[config.mk]
export PLATFORM = sky130hd
export DESIGN_NAME = quad_encoder_ctrl
export DESIGN_NICKNAME = d
export VERILOG_FILES = /design/src/rtl/quad_encoder_ctrl.sv
export SDC_FILE = /design/constraint.sdc
export NUM_CORES = 1
export LEC_CHECK = 0
export CAP_MARGIN = 15
export CORE_MARGIN = 2
export CORE_UTILIZATION = 44
export CTS_CLUSTER_SIZE = 12
export DETAILED_ROUTE_END_ITERATION = 7
export MAX_ROUTING_LAYER = met4
export PLACE_DENSITY = 0.64
export SYNTH_ARGS = -nofsm -noshare
export SYNTH_HDL_FRONTEND = slang
export SYNTH_SLANG_ARGS = --single-unit
[constraint.sdc]
create_clock -name clk -period 3.6 [get_ports clk]
set_input_delay 0.9 -clock clk [delete_from_list [all_inputs] [get_ports clk]]
set_output_delay 0.9 -clock clk [all_outputs]
set_load 0.1 [all_outputs]
[src/rtl/quad_encoder_ctrl.sv]
// quad_encoder_ctrl: quadrature decoder front-end (sync, debounce, step pulse + dir); optional err port via QDEC_ERR_EN
module quad_encoder_ctrl #(
  parameter int DEBOUNCE_CYCLES = 4,
  parameter int INIT_CYCLES = 3
) (
  input  logic clk,
  input  logic rst,
  input  logic enc_a,
  input  logic enc_b,
  output logic enable,
  output logic dir,
  output logic a_filt,
  output logic b_filt
`ifdef QDEC_ERR_EN
  ,
  output logic err
`endif
);
  localparam int CW = $clog2(DEBOUNCE_CYCLES + 1);
  localparam int IW = $clog2(INIT_CYCLES + 1);
  typedef enum logic {INIT, RUN} state_t;
  state_t state, state_n;
  logic [IW-1:0] init_cnt, init_cnt_n;
  logic [1:0] s1, s2, filt, prev, prev_n, diff;
  logic [CW-1:0] cnt [2];
  logic enable_n, dir_n;
`ifdef QDEC_ERR_EN
  logic err_n;
`endif
  assign a_filt = filt[1];
  assign b_filt = filt[0];
  assign diff = filt ^ prev;
  always_comb begin
    state_n = state;
    init_cnt_n = init_cnt;
    enable_n = 1'b0;
    dir_n = dir;
    prev_n = prev;
`ifdef QDEC_ERR_EN
    err_n = err;
`endif
    if (state == INIT) begin
      prev_n = s2;
      init_cnt_n = init_cnt + 1'b1;
      state_n = (init_cnt == IW'(INIT_CYCLES - 1)) ? RUN : INIT;
    end else begin
      prev_n = filt;
      enable_n = ^diff;
      dir_n = (^diff) ? (filt[1] ^ prev[0]) : dir;
`ifdef QDEC_ERR_EN
      err_n = err | (&diff);
`endif
    end
  end
  always_ff @(posedge clk) begin
    if (rst) begin
      state <= INIT;
      init_cnt <= '0;
      s1 <= '0;
      s2 <= '0;
      filt <= '0;
      prev <= '0;
      enable <= 1'b0;
      dir <= 1'b0;
      for (int i = 0; i < 2; i++) cnt[i] <= '0;
`ifdef QDEC_ERR_EN
      err <= 1'b0;
`endif
    end else begin
      s1 <= {enc_a, enc_b};
      s2 <= s1;
      state <= state_n;
      init_cnt <= init_cnt_n;
      prev <= prev_n;
      enable <= enable_n;
      dir <= dir_n;
`ifdef QDEC_ERR_EN
      err <= err_n;
`endif
      for (int i = 0; i < 2; i++) begin
        if (state == INIT) begin
          filt[i] <= s2[i];
          cnt[i] <= '0;
        end else if (s2[i] == filt[i]) begin
          cnt[i] <= '0;
        end else if (cnt[i] == CW'(DEBOUNCE_CYCLES - 1)) begin
          filt[i] <= s2[i];
          cnt[i] <= '0;
        end else begin
          cnt[i] <= cnt[i] + 1'b1;
        end
      end
    end
  end
endmodule
==> metrics <==
max-cap violations=0; Net Sw Power=between 0.0001 and 0.00015 W; main combinational cell family by area after synthesis=simple AND/OR/NAND/NOR gates; Top Usage Layer GRT=met2; DRC marker count from the first detailed-route iteration=12; mux contribution to synthesized area=0.02516; routability congestion estimate=0.6731; Clock Latency Late Sink=0.29 ns; hold path start=s1[1]; simple-gate share of the synthesized area=0.1714; Syn-to-layout area delta=16.35%; Port Buffers=7; CTS Sinks=19; share of the synthesized area in the top cell type=0.3270; clk root buf=clkbuf_4; Worst-path clk slew=roughly 0.10 ns; count of TritonRoute iterations in the first routing pass=4; core area=between 1500 and 2000 µm²; WP data required=2.70 ns; synthesized area=795.8 µm²; worst-path fanout max=1; Global Route met1 Usage=0.1490; initial antenna violation count=0; Clock Path Buffers=2; Num CTS Buffers=3; path depth of the worst reg2reg path=4; mean routed wirelength per cell=9.563 µm; CTS resizes=0; final hold vios=0; RSZ-0062 raised after global routing=no; critical path, cell by cell=clkdlybuf4s50_1; Residual DRC=0; final worst-path cycle share=0.7382; Crit-path slowest cell=clkdlybuf4s50_1; vias after detailed routing=493; commonest cells after routing, fill and taps aside=dfxtp_1 (13), nor2_1 (8), inv_1 (7); PD cells=approximately 500 nW/µm²; first-pass GRT wire length=1773 µm; via-per-instance ratio=4.402; # hold bufs at CTS=0; cells after synthesis=73; die area=2165 µm²; crit path time final=around 2.7 ns; Final setup viols=0; Arrival @ worst endpoint=1.76 ns; Synth area leaders=dfxtp_1 (33%), edfxtp_1 (23%), ha_1 (7.9%), xnor2_1 (5.5%), nor2_2 (4.7%); synthesized area per cell=10.90 µm²; Post-Synth Adder-Cell Area=0.07862; sequential area share after synthesis=0.5535; Final #Nets=between 90 and 100; num rows=15; Die Height=46.53 µm; FF-to-FF setup slack=2.10 ns; Post-DP Area=899.6 µm²; Synthesis Warnings=0; # IOs=8; Starting Density=0.4659; GRT met2 Usage=0.1861; Hold Crit Depth=1; maximum clock frequency=376.3 MHz; Critical Path Sink Type=output pin; DP HPWL=~800 µm; CP Launch Type=flip-flop; setup total negative slack=0 ns; worst IR drop on VDD=0.0003155 V; Max Transition Viols Final=0; synth unique cells=20; outcome=complete, no violations; WP buf/inv=1; Flop pwr share=0.579; crit-path max cell delay=1.13 ns; XOR/XNOR Fraction of Synth Area=0.06604; share of cells above drive strength 1=0.1609; Compound-Gate Fraction of Synth Area=0.05660; HP Class=reg -> reg; final instance area=about 930 µm²; slew margin rel.=0.3574; Power Internal=between 0.0003 and 0.0004 W; commonest non-fill, non-tap cell in the layout=dfxtp_1; actual slew at the worst max-slew pin=slightly below 1 ns; # diodes=0; largest area contributor in the synthesized netlist=dfxtp_1; Fin Hold WS=0.4486 ns; Top delay family on crit path=buffers and inverters; CTS tree=yes; CP startpoint=enable; Worst Skew=0.004148 ns; Sw Share=0.2975; critical path class=reg -> out; Power Total=0.0004599 W; Detailed Route WL=1071 µm; GRT overflow=0; vias in the first global route=410; width of the die=between 40 and 50 µm; Antenna Violating Nets Remaining=0; Hold Path End=s2[1]; post-CTS setup buffers=0; RR Startpoint=cnt[1][0]; CTS H-tree depth=1; Leak Pwr=0.3700 nW; Worst R2R End=cnt[1][1]; Clk network pwr share=0.231; GRT Resource Usage Total=0.1269; largest net degree at the start of global routing=15; Combinational Power Share=0.190; flops & latches, synth=19; M3 GR Usage=0.02353
## Yosys cell counts
cell type and number:
mux2i_1 2, nor2_1 8, edfxtp_1 6, clkbuf_1 1, a21oi_1 4, o21ai_0 2
xnor2_1 5, xor2_1 1, inv_1 7, conb_1 1, o31ai_1 1, nor2b_1 4
nand3b_1 2, dfxtp_1 13, o211ai_1 1, ha_1 5, buf_2 1, nor2_2 6
nand2b_1 1, or3_4 2
## metal layers
layer  wire length, µm  part of all wire  up-vias
met5                 0                 0        -
met1               517              0.48      220
met2               477              0.45       12
met3                35             0.033        4
li1                  -                 -      257
met4                41             0.038        0
## how the worst max path moves through the flow
stage,end,slack [ns],cells past startpoint
after CTS,enable,0.92,1
after detailed placement,cnt[1][1],1.11,4
after global placement,cnt[1][0],1.13,4
after global routing,enable,0.88,1
final,enable,0.94,1
after floorplan,a_filt,1.70,0
## state kept, by name (all words and copies together), names as in the netlist
name	cells
prev	2
init_cnt	2
s2	2
cnt	6
filt	2
enable	1
dir	1
s1	2
state	1
## power groups by stage
stage / clock network [W] / logic, W / registers (W)
2_1_floorplan: 0 / 0.0000675 / 0.000275
3_3_place_gp: 0 / 0.0000867 / 0.000271
3_5_place_dp: 0 / 0.0000885 / 0.000272
4_1_cts: 0.000110 / 0.0000889 / 0.000267
5_1_grt: 0.000116 / 0.0000993 / 0.000271
6_report: 0.000106 / 0.0000875 / 0.000266
## per-stage QoR
stage	setup WS, ns	std cells	util
2_1_floorplan	1.700	78	-
4_1_cts	0.9164	112	0.5421
3_3_place_gp	1.133	108	0.5267
5_1_grt	0.8843	112	0.5421
6_report	0.9425	112	0.5421
3_5_place_dp	1.107	108	0.5267
## logic make-up (layout without fill, tap and decap cells)
group                    after synthesis  after routing
AO/OA/AOI/OAI                          8              8
other                                  1              6
buffers and inverters                  9             18
flip-flops                            19             19
XOR/XNOR                               6              6
AND/OR/NAND/NOR                       23             23
multiplexers                           2              2
adder cells (fa/ha/maj)                5              5
## layout make-up
| cell class | count | area [µm²] |
|---|---|---|
| well taps | 25 | 31.28 |
| fillers | 161 | 782.0 |
| multi-input cells | 50 | 339.1 |
| flip-flops and latches | 19 | 440.4 |
| repair buffers | 7 | 62.56 |
| inverters | 7 | 26.28 |
| clock buffers | 4 | 26.28 |
Power figures use the tool's default switching activity.
